## config.mk

```make
export PLATFORM = sky130hd
export DESIGN_NAME = button_input_conditioner_flat
export DESIGN_NICKNAME = d
export VERILOG_FILES = /design/src/rtl/button_input_conditioner_pkg.sv /design/src/rtl/button_input_conditioner_if.sv /design/src/rtl/button_debounce_cell.sv /design/src/rtl/button_input_conditioner.sv /design/src/flat_wrapper.sv
export SDC_FILE = /design/constraint.sdc
export NUM_CORES = 1
export LEC_CHECK = 0
export BUFFER_PORTS_ARGS = -buffer_cell sky130_fd_sc_hd__buf_2
export CAP_MARGIN = 0
export CORE_MARGIN = 1
export CORE_UTILIZATION = 61
export CTS_CLUSTER_DIAMETER = 30
export DETAILED_ROUTE_END_ITERATION = 8
export PLACE_DENSITY = 0.8
export SYNTH_ARGS = -nofsm -noshare
export SYNTH_HDL_FRONTEND = slang
export SYNTH_HIERARCHICAL = 1
export SYNTH_SLANG_ARGS = --single-unit
```

## constraint.sdc

```tcl
create_clock -name clkBase -period 2.4 [get_ports clkBase]
set_clock_uncertainty 0.2 [all_clocks]
set_input_delay 0.48 -clock clkBase [delete_from_list [all_inputs] [get_ports clkBase]]
set_output_delay 0.48 -clock clkBase [all_outputs]
set_load 0.05 [all_outputs]
```

## src/rtl/button_input_conditioner_pkg.sv

```systemverilog
// Shared button types: channel count, board bit positions and counter sizing.
// Pure declarations; no logic, no latency.
package ButtonTypes;

  localparam int unsigned NUM_BUTTONS = 4;

  localparam int unsigned BTN_C = 0;
  localparam int unsigned BTN_U = 1;
  localparam int unsigned BTN_D = 2;
  localparam int unsigned BTN_L = 3;

  typedef logic [NUM_BUTTONS-1:0] ButtonPath;

  // A one-cycle debounce still needs a 1-bit counter to keep the port legal.
  function automatic int unsigned cnt_width(input int unsigned cycles);
    return (cycles < 2) ? 1 : $clog2(cycles);
  endfunction

endpackage

```

## src/rtl/button_input_conditioner_if.sv

```systemverilog
// Bundle between the board pins, the conditioner and the I/O controller.
// master = conditioner side (drives conditioned outputs); slave = consumer side.
interface button_input_conditioner_if #(
  parameter int unsigned NUM_BUTTONS = ButtonTypes::NUM_BUTTONS
);
  logic [NUM_BUTTONS-1:0] btnRaw;
  logic [NUM_BUTTONS-1:0] btnClear;
  logic [NUM_BUTTONS-1:0] btnLevel;
  logic [NUM_BUTTONS-1:0] btnPress;
  logic [NUM_BUTTONS-1:0] btnRelease;
  logic [NUM_BUTTONS-1:0] btnLatched;

  modport master (
    input  btnRaw, btnClear,
    output btnLevel, btnPress, btnRelease, btnLatched
  );

  modport slave (
    output btnRaw, btnClear,
    input  btnLevel, btnPress, btnRelease, btnLatched
  );
endinterface

```

## src/rtl/button_debounce_cell.sv

```systemverilog
// One button channel: 2-flop sync, debounce counter, level, edge pulses, sticky latch.
// Level moves DEBOUNCE_CYCLES+2 edges after a stable raw change; clear acts next edge.
module button_debounce_cell
  import ButtonTypes::*;
#(
  parameter int unsigned DEBOUNCE_CYCLES = 1_000_000
) (
  input  logic clkBase,
  input  logic rst,
  input  logic btn_raw,
  input  logic btn_clear,
  output logic btn_level,
  output logic btn_press,
  output logic btn_release,
  output logic btn_latched
);

  localparam int unsigned CNT_W = cnt_width(DEBOUNCE_CYCLES);
  localparam logic [CNT_W-1:0] CNT_MAX = CNT_W'(DEBOUNCE_CYCLES - 1);

  logic             sync1_q, sync1_d;
  logic             sync2_q, sync2_d;
  logic [CNT_W-1:0] cnt_q, cnt_d;
  logic             level_q, level_d;
  logic             press_q, press_d;
  logic             release_q, release_d;
  logic             latched_q, latched_d;

  always_comb begin
    sync1_d = btn_raw;
    sync2_d = sync1_q;
    level_d = level_q;
    cnt_d   = '0;
    // Any sample agreeing with the current level restarts the count.
    if (sync2_q != level_q) begin
      if (cnt_q == CNT_MAX) begin
        level_d = sync2_q;
      end else begin
        cnt_d = cnt_q + CNT_W'(1);
      end
    end
    press_d   = level_d & ~level_q;
    release_d = ~level_d & level_q;
    // A press on the same edge as a clear must not be lost.
    latched_d = (latched_q & ~btn_clear) | press_d;
  end

  always_ff @(posedge clkBase) begin
    if (rst) begin
      sync1_q   <= 1'b0;
      sync2_q   <= 1'b0;
      cnt_q     <= '0;
      level_q   <= 1'b0;
      press_q   <= 1'b0;
      release_q <= 1'b0;
      latched_q <= 1'b0;
    end else begin
      sync1_q   <= sync1_d;
      sync2_q   <= sync2_d;
      cnt_q     <= cnt_d;
      level_q   <= level_d;
      press_q   <= press_d;
      release_q <= release_d;
      latched_q <= latched_d;
    end
  end

  assign btn_level   = level_q;
  assign btn_press   = press_q;
  assign btn_release = release_q;
  assign btn_latched = latched_q;

endmodule

```

## src/rtl/button_input_conditioner.sv

```systemverilog
// Conditions NUM_BUTTONS raw push-buttons into level, press/release pulses and sticky flags.
// All outputs registered; NUM_BUTTONS must match the width of the attached interface.
module button_input_conditioner #(
  parameter int unsigned NUM_BUTTONS     = ButtonTypes::NUM_BUTTONS,
  parameter int unsigned DEBOUNCE_CYCLES = 1_000_000
) (
  input  logic                         clkBase,
  input  logic                         rst,
  button_input_conditioner_if.master   btn
);

  for (genvar i = 0; i < NUM_BUTTONS; i++) begin : g_btn
    button_debounce_cell #(
      .DEBOUNCE_CYCLES (DEBOUNCE_CYCLES)
    ) u_cell (
      .clkBase     (clkBase),
      .rst         (rst),
      .btn_raw     (btn.btnRaw[i]),
      .btn_clear   (btn.btnClear[i]),
      .btn_level   (btn.btnLevel[i]),
      .btn_press   (btn.btnPress[i]),
      .btn_release (btn.btnRelease[i]),
      .btn_latched (btn.btnLatched[i])
    );
  end

endmodule

```

## src/flat_wrapper.sv

```systemverilog
// flat-port wrapper written by rule: the top's interface ports become plain ports
module button_input_conditioner_flat 
#(
  parameter int unsigned NUM_BUTTONS     = ButtonTypes::NUM_BUTTONS,
  parameter int unsigned DEBOUNCE_CYCLES = 1_000_000
)
  (clkBase, rst, btn_btnRaw, btn_btnClear, btn_btnLevel, btn_btnPress, btn_btnRelease, btn_btnLatched);
  button_input_conditioner_if #(.NUM_BUTTONS(NUM_BUTTONS)) btn_i ();
  input  logic clkBase;
  input  logic rst;
  input wire logic [$bits(btn_i.btnRaw)-1:0] btn_btnRaw;
  input wire logic [$bits(btn_i.btnClear)-1:0] btn_btnClear;
  output wire logic [$bits(btn_i.btnLevel)-1:0] btn_btnLevel;
  output wire logic [$bits(btn_i.btnPress)-1:0] btn_btnPress;
  output wire logic [$bits(btn_i.btnRelease)-1:0] btn_btnRelease;
  output wire logic [$bits(btn_i.btnLatched)-1:0] btn_btnLatched;
  assign btn_i.btnRaw = btn_btnRaw;
  assign btn_i.btnClear = btn_btnClear;
  assign btn_btnLevel = btn_i.btnLevel;
  assign btn_btnPress = btn_i.btnPress;
  assign btn_btnRelease = btn_i.btnRelease;
  assign btn_btnLatched = btn_i.btnLatched;
  button_input_conditioner #(.NUM_BUTTONS(NUM_BUTTONS), .DEBOUNCE_CYCLES(DEBOUNCE_CYCLES)) u_core (.clkBase(clkBase), .rst(rst), .btn(btn_i));
endmodule
```

==> run_summary.xml, run 1 <==
<?xml version="1.0" encoding="UTF-8"?>
<metrics>
  <group name="status">
    <metric name="status" unit="">finished clean</metric>
  </group>
  <group name="clock_tree">
    <metric name="ctsLongestPathBuffers" unit="">2</metric>
    <metric name="clkSinkCount" unit="">104</metric>
    <metric name="clk_latency_worst_skew_pair" unit="ns">0.36</metric>
    <metric name="ctsRootBufferMaster" unit="">clkbuf_8</metric>
    <metric name="post_cts_buffers" unit="">0</metric>
    <metric name="clock_tree_from_tritoncts" unit="">built</metric>
    <metric name="postCtsHoldBufs" unit="">0</metric>
    <metric name="cts_repair_resize_count" unit="">0</metric>
    <metric name="clock_buffers_created_by_tritoncts" unit="">9</metric>
    <metric name="ctsHtreeMaxLevel" unit="">3</metric>
    <metric name="path_clk_slew" unit="ns">0.10</metric>
  </group>
  <group name="sta">
    <metric name="period_minus_slack" unit="ns">2.05</metric>
    <metric name="grt_setup_unrepaired" unit="">false</metric>
    <metric name="setup_tns" unit="ns">0</metric>
    <metric name="setup_viol" unit="">0</metric>
    <metric name="fmax" unit="GHz">0.487</metric>
    <metric name="final.period_utilization" unit="%">85.5</metric>
    <metric name="number_of_endpoints_with_negative_hold_slack_in_the_final_report" unit="">0</metric>
    <metric name="tightestPinTransition" unit="ns">0.651</metric>
    <metric name="slew-limit-headroom" unit="%">56.2</metric>
    <metric name="timing_max_transition_violations_final" unit="">0</metric>
  </group>
  <group name="worst_hold_path">
    <metric name="worstHoldPathType" unit="">in2reg</metric>
  </group>
  <group name="finish">
    <metric name="area.growth.synth_to_final" unit="%">7.91</metric>
    <metric name="final_standard_cell_area_without_fillers" unit="um^2">5360</metric>
    <metric name="fin_nets" unit="">576</metric>
    <metric name="layout_common_cells" unit="">dfxtp_1, nor2_1, nand3_1, xnor2_1, nor4_1</metric>
    <metric name="antenna_cells" unit="">0</metric>
    <metric name="fill_cells" unit="">635</metric>
    <metric name="register_area" unit="um^2">2080</metric>
    <metric name="multi_input_area" unit="um^2">2730</metric>
    <metric name="final_layout_size_suffix_gt1_share" unit="%">13.8</metric>
    <metric name="most_frequent_standard_cell_in_the_layout_excluding_fill_and_tap_cells" unit="">dfxtp_1</metric>
  </group>
  <group name="route">
    <metric name="remaining_drc_errors" unit="">0</metric>
    <metric name="drt.antenna.violating_nets" unit="">0</metric>
    <metric name="routed_wl" unit="um">9450</metric>
    <metric name="viasPerCell" unit="">5.84</metric>
    <metric name="overall_via_count_from_detail_route" unit="">3908</metric>
    <metric name="detail_route.wl_per_cell" unit="um">14.1</metric>
    <metric name="first_iter_violations" unit="">178</metric>
    <metric name="dr.pass1.iters" unit="">5</metric>
  </group>
  <group name="global_routing">
    <metric name="gr-total-overflow" unit="">0</metric>
    <metric name="antenna_violations_before_repair" unit="">0</metric>
    <metric name="wire_length_of_the_first_global_routing_pass" unit="um">16100</metric>
    <metric name="grtUsageTotal" unit="%">23.3</metric>
    <metric name="first_global_vias" unit="">3593</metric>
    <metric name="largest_net_degree_at_the_start_of_global_routing" unit="">28</metric>
  </group>
  <group name="synthesis">
    <metric name="seq_area_frac_synth" unit="%">41.9</metric>
    <metric name="synth.net_count" unit="">558</metric>
    <metric name="post_synth_num_cell_types" unit="">34</metric>
    <metric name="synth_seq_cells" unit="">104</metric>
    <metric name="top_cells_by_area_synth" unit="">dfxtp_1, xnor2_1, nor2_1, xor2_1, nand3_1</metric>
    <metric name="synthCells" unit="">544</metric>
    <metric name="synth.yosys.warnings" unit="">6</metric>
    <metric name="area_leader_netlist" unit="">dfxtp_1</metric>
    <metric name="syn_avg_cell_area" unit="um^2">9.14</metric>
    <metric name="synthesis.area" unit="um^2">4970</metric>
    <metric name="synthDominantCellAreaShare" unit="%">41.9</metric>
  </group>
  <group name="power">
    <metric name="static-leakage-power" unit="nW">1.74</metric>
    <metric name="design_power_total" unit="mW">2.97</metric>
    <metric name="cellPowerDensity" unit="nW/um^2">554</metric>
    <metric name="vdd_drop_max" unit="mV">0.375</metric>
  </group>
  <group name="die">
    <metric name="standard_cell_rows" unit="">32</metric>
    <metric name="dieArea" unit="um^2">8510</metric>
    <metric name="io_pins" unit="">26</metric>
    <metric name="die_x" unit="um">92.3</metric>
    <metric name="initial_core_util" unit="%">63.7</metric>
    <metric name="placeableCoreArea" unit="um^2">7810</metric>
    <metric name="chipHeight" unit="um">92.3</metric>
  </group>
  <group name="setup_path">
    <metric name="timing.critical_path.from_type" unit="">register</metric>
    <metric name="timing.setup.critical_path_class" unit="">reg2reg</metric>
    <metric name="worst_setup_path_end_kind" unit="">register</metric>
    <metric name="worstPathMaxFanout" unit="">15</metric>
    <metric name="timing.critical_path.arrival" unit="ns">2.09</metric>
    <metric name="critical_path_required" unit="ns">2.44</metric>
  </group>
  <group name="placed_design">
    <metric name="gp_routability_congestion" unit="">0.913</metric>
    <metric name="place.detailed.hpwl" unit="um">6700</metric>
    <metric name="io_buffer_count" unit="">25</metric>
    <metric name="postPlaceCellArea" unit="um^2">5140</metric>
  </group>
  <group name="job">
    <metric name="max_cap_violations" unit="">0</metric>
  </group>
</metrics>
where the power goes:
part	internal (mW)	total [mW]	leakage, nW	switching [mW]
Combinational	0.0183	0.0461	0.798	0.0277
Clock	0.594	1.19	0.103	0.595
Sequential	1.73	1.74	0.839	0.00527
critical path, cell delays in order (launching register included):
cell	delay, ns
dfxtp_1	0.43
nand3_1	0.16
nor4_1	0.59
a31o_2	0.47
nor2_1	0.09
stage by stage:
| stage | std cells | util [%] | setup WS (ns) | hold WS, ns |
|---|---|---|---|---|
| 2_1_floorplan | 544 | - | 0.577 | 0.214 |
| 3_3_place_gp | 653 | 65.9 | 0.473 | 0.215 |
| 3_5_place_dp | 653 | 65.9 | 0.427 | 0.222 |
| 4_1_cts | 669 | 68.7 | 0.363 | 0.110 |
| 5_1_grt | 669 | 68.7 | 0.187 | 0.126 |
| 6_report | 669 | 68.7 | 0.348 | 0.122 |
path summary, 6_finish.rpt:
| path | depth (start not counted) | slack, ns | endpoint | startpoint |
|---|---|---|---|---|
| worst max-delay path | 4 | 0.35 | u_core/g_btn[0].u_cell/cnt_q[5]$_SDFF_PP0_ | u_core/g_btn[0].u_cell/cnt_q[16]$_SDFF_PP0_ |
| worst min-delay path | 2 | 0.12 | u_core/g_btn[3].u_cell/sync1_q$_SDFF_PP0_ | btn_btnRaw[3] |
| worst max register to register | 4 | 0.35 | u_core/g_btn[0].u_cell/cnt_q[5]$_SDFF_PP0_ | u_core/g_btn[0].u_cell/cnt_q[16]$_SDFF_PP0_ |
| worst min register to register | 1 | 0.24 | u_core/g_btn[0].u_cell/sync2_q$_SDFF_PP0_ | u_core/g_btn[0].u_cell/sync1_q$_SDFF_PP0_ |
routing by layer:
layer	part of all wire, %	GRT usage, %	wire length, um	vias up
met5	0	0	0	-
met4	1.0	6.51	96	0
met3	5.1	5.31	480	13
met2	48	38.4	4510	103
met1	46	30.6	4360	1810
li1	-	-	-	1982
cell type report:
class                      count  share of cell area (%)
clock buffer                  10                    2.38
clock inverter                 6                    1.73
inverter                       8                   0.560
multi-input combinational    408                    51.0
sequential                   104                    38.8
tap                          102                    2.38
timing repair buffer          31                    3.17
registers in the layout, indices dropped and copies added, names as in the netlist:
| name | flops |
|---|---|
| u_core/g_btn.u_cell/btn_latched | 4 |
| u_core/g_btn.u_cell/btn_release | 4 |
| u_core/g_btn.u_cell/sync1_q | 4 |
| u_core/g_btn.u_cell/cnt_q | 80 |
| u_core/g_btn.u_cell/btn_level | 4 |
| u_core/g_btn.u_cell/sync2_q | 4 |
| u_core/g_btn.u_cell/btn_press | 4 |
cell families after synthesis:
| family | count (synthesis) | synth area share (%) |
|---|---|---|
| AOI/OAI and AO/OA | 32 | 4.43 |
| adders and majority gates | 4 | 1.01 |
| xor gates and xnor gates | 60 | 10.6 |
| and+or+nand+nor | 296 | 35.8 |
| muxes | 16 | 3.22 |
| DFF | 104 | 41.9 |
| buffers and inverters | 32 | 3.12 |
synth_stat cells:
cell,instances
nor4_2,4
nand2b_1,20
nand4_4,8
o21ai_0,4
a31oi_1,4
mux2i_1,16
buf_6,4
and2_1,4
a311o_1,4
and3_1,8
xnor2_1,36
nor3_1,24
nand2_1,24
nand3_1,40
or3b_2,4
nor2b_1,8
a31o_2,4
and4_2,4
ha_1,4
a21o_1,4
inv_1,8
dfxtp_1,104
nor3b_1,4
nor4_1,32
nor3_2,4
clkbuf_1,16
o31ai_1,4
or4_1,4
nand4_1,24
a21oi_1,8
buf_2,4
nor2_1,76
nor4_4,4
xor2_1,24
No activity file was read; power rests on OpenSTA's default activity.
==> inputs of run 2 (changes only) <==
- ABC_CLOCK_PERIOD_IN_PS: unset -> 2400
- GPL_TIMING_DRIVEN: unset -> 0
==> run_summary.xml, run 2 (same netlist as run 1, synthesis figures left out) <==
<?xml version="1.0" encoding="UTF-8"?>
<metrics>
  <group name="status">
    <metric name="status" unit="">finished, violations left</metric>
    <metric name="violated_checks" unit="">design-rule violations</metric>
  </group>
  <group name="placed_design">
    <metric name="gp_routability_congestion" unit="">0.882</metric>
    <metric name="place.detailed.instances" unit="">670</metric>
    <metric name="postPlaceCellArea" unit="um^2">5220</metric>
    <metric name="place.detailed.hpwl" unit="um">6860</metric>
    <metric name="io_buffer_count" unit="">24</metric>
  </group>
  <group name="global_routing">
    <metric name="wire_length_of_the_first_global_routing_pass" unit="um">16400</metric>
    <metric name="largest_net_degree_at_the_start_of_global_routing" unit="">17</metric>
    <metric name="first_global_vias" unit="">3700</metric>
    <metric name="gr-total-overflow" unit="">0</metric>
    <metric name="antenna_violations_before_repair" unit="">0</metric>
    <metric name="grtUsageTotal" unit="%">23.7</metric>
  </group>
  <group name="die">
    <metric name="standard_cell_rows" unit="">32</metric>
    <metric name="dieArea" unit="um^2">8510</metric>
    <metric name="die_x" unit="um">92.3</metric>
    <metric name="initial_core_util" unit="%">63.7</metric>
    <metric name="chipHeight" unit="um">92.3</metric>
    <metric name="placeableCoreArea" unit="um^2">7810</metric>
    <metric name="io_pins" unit="">26</metric>
  </group>
  <group name="power">
    <metric name="vdd_drop_max" unit="mV">0.347</metric>
    <metric name="static-leakage-power" unit="nW">1.77</metric>
    <metric name="design_power_total" unit="mW">2.95</metric>
    <metric name="cellPowerDensity" unit="nW/um^2">544</metric>
  </group>
  <group name="setup_path">
    <metric name="timing.critical_path.arrival" unit="ns">2.29</metric>
    <metric name="critPathLaunch" unit="">u_core/g_btn[1].u_cell/cnt_q[0]$_SDFF_PP0_</metric>
    <metric name="worstSetupPathDepth" unit="">7</metric>
    <metric name="worst_path_largest_cell_delay" unit="ns">0.42</metric>
    <metric name="crit_slowest_cell" unit="">dfxtp_1</metric>
    <metric name="worst_setup_path_end_kind" unit="">register</metric>
    <metric name="critical-path-top-cell-by-count" unit="">nor2_1</metric>
    <metric name="worstPathCellList" unit="">ha_1 &gt; clkbuf_1 &gt; nand2_1 &gt; nor2_1 &gt; a31o_2 &gt; buf_6 &gt; nor2_1</metric>
    <metric name="r2r_cells" unit="">7</metric>
    <metric name="crit-reg2reg-capture" unit="">u_core/g_btn[1].u_cell/cnt_q[9]$_SDFF_PP0_</metric>
    <metric name="worstPathMaxFanout" unit="">10</metric>
    <metric name="worst_path_dominant_cell_family" unit="">buffers and inverters</metric>
    <metric name="rr_startpoint" unit="">u_core/g_btn[1].u_cell/cnt_q[0]$_SDFF_PP0_</metric>
    <metric name="critical_path_required" unit="ns">2.46</metric>
    <metric name="timing.setup.critical_path_class" unit="">reg2reg</metric>
    <metric name="reg2reg_slack" unit="ns">0.17</metric>
    <metric name="cp.buffers_inverters" unit="">2</metric>
    <metric name="setup.worst_path.end" unit="">u_core/g_btn[1].u_cell/cnt_q[9]$_SDFF_PP0_</metric>
    <metric name="timing.critical_path.from_type" unit="">register</metric>
  </group>
  <group name="route">
    <metric name="overall_via_count_from_detail_route" unit="">3975</metric>
    <metric name="dr.pass1.iters" unit="">6</metric>
    <metric name="drt.antenna.violating_nets" unit="">0</metric>
    <metric name="remaining_drc_errors" unit="">1</metric>
    <metric name="viasPerCell" unit="">5.81</metric>
    <metric name="detail_route.wl_per_cell" unit="um">13.9</metric>
    <metric name="routed_wl" unit="um">9500</metric>
    <metric name="first_iter_violations" unit="">122</metric>
  </group>
  <group name="sta">
    <metric name="number_of_endpoints_with_negative_hold_slack_in_the_final_report" unit="">0</metric>
    <metric name="slew-limit-headroom" unit="%">57.5</metric>
    <metric name="fmax" unit="GHz">0.448</metric>
    <metric name="final.period_utilization" unit="%">93.1</metric>
    <metric name="setup_tns" unit="ns">0</metric>
    <metric name="grt_setup_unrepaired" unit="">false</metric>
    <metric name="setup_viol" unit="">0</metric>
    <metric name="tightestPinTransition" unit="ns">0.632</metric>
    <metric name="period_minus_slack" unit="ns">2.23</metric>
    <metric name="timing_max_transition_violations_final" unit="">0</metric>
  </group>
  <group name="worst_hold_path">
    <metric name="worstHoldPathType" unit="">in2reg</metric>
  </group>
  <group name="finish">
    <metric name="top_register" unit="">u_core/g_btn.u_cell/cnt_q</metric>
    <metric name="largest_register_ff_count" unit="">80</metric>
    <metric name="layoutNonFillerInstCount" unit="">684</metric>
    <metric name="fin_nets" unit="">590</metric>
    <metric name="most_frequent_standard_cell_in_the_layout_excluding_fill_and_tap_cells" unit="">dfxtp_1</metric>
    <metric name="area.growth.synth_to_final" unit="%">9.16</metric>
    <metric name="final_layout_size_suffix_gt1_share" unit="%">13.6</metric>
    <metric name="layout_common_cells" unit="">dfxtp_1, nor2_1, nand3_1, xnor2_1, nor4_1</metric>
    <metric name="fill_cells" unit="">624</metric>
    <metric name="multi_input_area" unit="um^2">2730</metric>
    <metric name="register_area" unit="um^2">2080</metric>
    <metric name="final_standard_cell_area_without_fillers" unit="um^2">5430</metric>
  </group>
  <group name="clock_tree">
    <metric name="clkSinkCount" unit="">104</metric>
    <metric name="path_clk_slew" unit="ns">0.10</metric>
    <metric name="ctsLongestPathBuffers" unit="">2</metric>
    <metric name="ctsHtreeMaxLevel" unit="">3</metric>
    <metric name="ctsRootBufferMaster" unit="">clkbuf_8</metric>
    <metric name="cts_repair_resize_count" unit="">0</metric>
    <metric name="clk_latency_worst_skew_pair" unit="ns">0.36</metric>
    <metric name="post_cts_buffers" unit="">0</metric>
    <metric name="clock_buffers_created_by_tritoncts" unit="">9</metric>
    <metric name="clock_tree_from_tritoncts" unit="">built</metric>
  </group>
  <group name="job">
    <metric name="max_cap_violations" unit="">0</metric>
  </group>
</metrics>
==> run 2: cell type report <==
cell class              count  share of cell area [%]
diodes                      1                  0.0461
plain buffers              21                    2.10
clock buffers              13                    3.11
clock inverters             3                   0.876
inverters                   8                   0.554
multi-input cells         408                    50.4
flip-flops and latches    104                    38.4
well taps                 102                    2.35
repair buffers             24                    2.21
==> run 2: worst min-delay path by stage <==
stage                                              start                                   endpoint  slack (ns)  cells after the start
2_1_floorplan  u_core/g_btn[0].u_cell/sync1_q$_SDFF_PP0_  u_core/g_btn[0].u_cell/sync2_q$_SDFF_PP0_        0.21                      1
3_3_place_gp   u_core/g_btn[2].u_cell/sync1_q$_SDFF_PP0_  u_core/g_btn[2].u_cell/sync2_q$_SDFF_PP0_        0.22                      1
3_5_place_dp   u_core/g_btn[1].u_cell/sync1_q$_SDFF_PP0_  u_core/g_btn[1].u_cell/sync2_q$_SDFF_PP0_        0.23                      1
4_1_cts                                    btn_btnRaw[2]  u_core/g_btn[2].u_cell/sync1_q$_SDFF_PP0_        0.11                      2
5_1_grt                                    btn_btnRaw[2]  u_core/g_btn[2].u_cell/sync1_q$_SDFF_PP0_        0.11                      2
6_report                                   btn_btnRaw[2]  u_core/g_btn[2].u_cell/sync1_q$_SDFF_PP0_        0.12                      2
==> run 2: through the flow <==
| stage | utilization, % | worst slack (ns) | hold slack [ns] |
|---|---|---|---|
| floorplan | - | 0.577 | 0.214 |
| global placement | 66.8 | 0.218 | 0.216 |
| detailed placement | 66.8 | 0.179 | 0.225 |
| CTS | 69.6 | 0.126 | 0.111 |
| global route | 69.5 | 0.0373 | 0.109 |
| finish | 69.5 | 0.167 | 0.124 |
==> run 2: worst register-to-register path, delay by kind of cell, from the launching register on <==
kind,cells,cell delay (ns)
adder cells (fa/ha/maj),1,0.18
AO/OA/AOI/OAI,1,0.30
flip-flops,1,0.42
AND/OR/NAND/NOR,3,0.51
buffers and inverters,2,0.53
==> run 2: what timing repair did <==
item,CTS,global route
endpoints found under the setup margin,0,24
hold buffers,0,0
hold endpoints to repair,0,0
==> run 2: report_power, final <==
group / total, mW / leakage [nW] / internal [mW] / switching, mW
sequential: 1.74 / 0.839 / 1.73 / 0.00545
clock: 1.17 / 0.110 / 0.575 / 0.591
combinational: 0.0475 / 0.824 / 0.0204 / 0.0272
total: 2.95 / 1.77 / 2.33 / 0.624
==> run 2: metal layers <==
layer | vias up | routed length (um) | share of wire, % | GRT usage (%)
met5 | - | 0 | 0 | 0
met4 | 0 | 92 | 0.97 | 6.25
met3 | 11 | 377 | 4.0 | 6.47
met2 | 78 | 4590 | 48 | 40.4
met1 | 1877 | 4440 | 47 | 29.4
li1 | 2009 | - | - | -
==> inputs of run 3 (changes only) <==
- ABC_CLOCK_PERIOD_IN_PS: 2400 -> 2300
- clock period: 2.4 -> 2.3 ns (I/O delays scaled with it)
==> run_summary.xml, run 3 (same netlist as run 1, synthesis figures left out) <==
<?xml version="1.0" encoding="UTF-8"?>
<metrics>
  <group name="status">
    <metric name="status" unit="">finished clean</metric>
  </group>
  <group name="power">
    <metric name="power.clock.fraction" unit="%">39.4</metric>
    <metric name="power.sequential.fraction" unit="%">59.0</metric>
    <metric name="design_power_total" unit="mW">3.08</metric>
    <metric name="static-leakage-power" unit="nW">1.77</metric>
    <metric name="cellPowerDensity" unit="nW/um^2">567</metric>
    <metric name="p_comb_share" unit="%">1.6</metric>
    <metric name="p_sw_share" unit="%">21.0</metric>
    <metric name="switching_power" unit="mW">0.646</metric>
    <metric name="vdd_drop_max" unit="mV">0.362</metric>
    <metric name="cellInternalPower" unit="mW">2.43</metric>
  </group>
  <group name="worst_hold_path">
    <metric name="worst_hold_startpoint" unit="">btn_btnRaw[2]</metric>
    <metric name="holdPathStages" unit="">2</metric>
    <metric name="worst_hold_path.endpoint" unit="">u_core/g_btn[2].u_cell/sync1_q$_SDFF_PP0_</metric>
    <metric name="worstHoldPathType" unit="">in2reg</metric>
  </group>
  <group name="global_routing">
    <metric name="wire_length_of_the_first_global_routing_pass" unit="um">16400</metric>
    <metric name="gr-total-overflow" unit="">0</metric>
    <metric name="largest_net_degree_at_the_start_of_global_routing" unit="">17</metric>
    <metric name="first_global_vias" unit="">3700</metric>
    <metric name="grtUsageTotal" unit="%">23.7</metric>
    <metric name="antenna_violations_before_repair" unit="">0</metric>
  </group>
  <group name="sta">
    <metric name="period_minus_slack" unit="ns">2.13</metric>
    <metric name="grt_setup_unrepaired" unit="">false</metric>
    <metric name="tightestPinTransition" unit="ns">0.620</metric>
    <metric name="fmax" unit="GHz">0.469</metric>
    <metric name="setup_tns" unit="ns">0</metric>
    <metric name="timing_max_transition_violations_final" unit="">0</metric>
    <metric name="setup_viol" unit="">0</metric>
    <metric name="slew-limit-headroom" unit="%">58.3</metric>
    <metric name="hold_ws" unit="ns">0.107</metric>
    <metric name="number_of_endpoints_with_negative_hold_slack_in_the_final_report" unit="">0</metric>
    <metric name="final.period_utilization" unit="%">92.7</metric>
  </group>
  <group name="clock_tree">
    <metric name="clkSinkCount" unit="">104</metric>
    <metric name="cts_repair_resize_count" unit="">0</metric>
    <metric name="clock_tree_from_tritoncts" unit="">built</metric>
    <metric name="ctsRootBufferMaster" unit="">clkbuf_8</metric>
    <metric name="clk_latency_worst_skew_pair" unit="ns">0.36</metric>
    <metric name="clock_buffers_created_by_tritoncts" unit="">9</metric>
    <metric name="post_cts_buffers" unit="">0</metric>
    <metric name="path_clk_slew" unit="ns">0.10</metric>
    <metric name="ctsLongestPathBuffers" unit="">2</metric>
    <metric name="ctsHtreeMaxLevel" unit="">3</metric>
    <metric name="postCtsHoldBufs" unit="">0</metric>
  </group>
  <group name="finish">
    <metric name="register_area" unit="um^2">2080</metric>
    <metric name="fin_nets" unit="">589</metric>
    <metric name="final_layout_size_suffix_gt1_share" unit="%">13.8</metric>
    <metric name="layout_common_cells" unit="">dfxtp_1, nor2_1, nand3_1, xnor2_1, nor4_1</metric>
    <metric name="area.growth.synth_to_final" unit="%">9.14</metric>
    <metric name="top_register" unit="">u_core/g_btn.u_cell/cnt_q</metric>
    <metric name="multi_input_area" unit="um^2">2740</metric>
    <metric name="largest_register_ff_count" unit="">80</metric>
    <metric name="layoutNonFillerInstCount" unit="">683</metric>
    <metric name="post-route-util" unit="%">69.5</metric>
    <metric name="most_frequent_standard_cell_in_the_layout_excluding_fill_and_tap_cells" unit="">dfxtp_1</metric>
    <metric name="fill_cells" unit="">622</metric>
  </group>
  <group name="route">
    <metric name="overall_via_count_from_detail_route" unit="">3978</metric>
    <metric name="viasPerCell" unit="">5.82</metric>
    <metric name="drt.antenna.violating_nets" unit="">0</metric>
    <metric name="remaining_drc_errors" unit="">0</metric>
    <metric name="first_iter_violations" unit="">142</metric>
    <metric name="routed_wl" unit="um">9500</metric>
    <metric name="detail_route.wl_per_cell" unit="um">13.9</metric>
    <metric name="dr.pass1.iters" unit="">5</metric>
  </group>
  <group name="setup_path">
    <metric name="rr_startpoint" unit="">u_core/g_btn[0].u_cell/cnt_q[0]$_SDFF_PP0_</metric>
    <metric name="critPathLaunch" unit="">u_core/g_btn[0].u_cell/cnt_q[0]$_SDFF_PP0_</metric>
    <metric name="timing.critical_path.arrival" unit="ns">2.18</metric>
    <metric name="timing.setup.critical_path_class" unit="">reg2reg</metric>
    <metric name="r2r_cells" unit="">6</metric>
    <metric name="worstPathMaxFanout" unit="">10</metric>
    <metric name="crit-reg2reg-capture" unit="">u_core/g_btn[0].u_cell/cnt_q[9]$_SDFF_PP0_</metric>
    <metric name="reg2reg_slack" unit="ns">0.17</metric>
    <metric name="critical_path_required" unit="ns">2.35</metric>
    <metric name="timing.critical_path.from_type" unit="">register</metric>
    <metric name="worst_setup_path_end_kind" unit="">register</metric>
  </group>
  <group name="placed_design">
    <metric name="io_buffer_count" unit="">24</metric>
    <metric name="gp_routability_congestion" unit="">0.882</metric>
    <metric name="place.detailed.instances" unit="">670</metric>
    <metric name="place.detailed.hpwl" unit="um">6860</metric>
  </group>
  <group name="die">
    <metric name="placeableCoreArea" unit="um^2">7810</metric>
    <metric name="io_pins" unit="">26</metric>
    <metric name="die_x" unit="um">92.3</metric>
    <metric name="standard_cell_rows" unit="">32</metric>
    <metric name="initial_core_util" unit="%">63.7</metric>
    <metric name="dieArea" unit="um^2">8510</metric>
    <metric name="chipHeight" unit="um">92.3</metric>
  </group>
  <group name="job">
    <metric name="max_cap_violations" unit="">0</metric>
  </group>
</metrics>
[run 3: metrics by stage]
| step | area [um^2] | setup WS [ns] |
|---|---|---|
| 2_1_floorplan | 4970 | 0.477 |
| 3_3_place_gp | 5220 | 0.118 |
| 3_5_place_dp | 5220 | 0.0790 |
| 4_1_cts | 5430 | 0.0264 |
| 5_1_grt | 5420 | 0.00810 |
| 6_report | 5420 | 0.169 |
[run 3: layer usage]
layer	GRT usage [%]	vias to the layer above	share of wire, %
li1	-	2006	-
met5	0	-	0
met4	6.25	0	1.1
met2	40.4	87	48
met3	6.47	14	4.4
met1	29.4	1871	46
[run 3: power groups by stage]
| stage | Sequential [mW] | Clock, mW | Combinational, mW |
|---|---|---|---|
| 2_1_floorplan | 1.85 | 0 | 0.0346 |
| 3_3_place_gp | 1.85 | 0 | 0.0485 |
| 3_5_place_dp | 1.86 | 0 | 0.0497 |
| 4_1_cts | 1.81 | 1.24 | 0.0497 |
| 5_1_grt | 1.82 | 1.31 | 0.0546 |
| 6_report | 1.81 | 1.21 | 0.0496 |
[run 3: critical path: stages (launching register included)]
cell     delay [ns]
dfxtp_1        0.43
ha_1           0.44
nand2_1        0.18
nor2_1         0.27
a31o_2         0.30
buf_6          0.16
nor2_1         0.05
[run 3: how the worst max path moves through the flow]
stage | slack, ns | to | depth (start not counted)
after floorplan | 0.48 | u_core/g_btn[0].u_cell/cnt_q[14]$_SDFF_PP0_ | 7
after global placement | 0.12 | u_core/g_btn[3].u_cell/cnt_q[16]$_SDFF_PP0_ | 7
after detailed placement | 0.08 | u_core/g_btn[1].u_cell/cnt_q[13]$_SDFF_PP0_ | 7
after CTS | 0.03 | u_core/g_btn[3].u_cell/cnt_q[14]$_SDFF_PP0_ | 7
after global routing | 0.008 | u_core/g_btn[2].u_cell/cnt_q[0]$_SDFF_PP0_ | 6
final | 0.17 | u_core/g_btn[0].u_cell/cnt_q[9]$_SDFF_PP0_ | 6
[run 3: final cells by class]
| cell class | count | area share, % |
|---|---|---|
| inverters | 8 | 0.554 |
| plain buffers | 20 | 2.03 |
| well taps | 102 | 2.35 |
| clock buffers | 13 | 3.11 |
| repair buffers | 24 | 2.21 |
| diodes | 1 | 0.0461 |
| clock inverters | 3 | 0.877 |
| multi-input cells | 408 | 50.4 |
| flip-flops and latches | 104 | 38.4 |
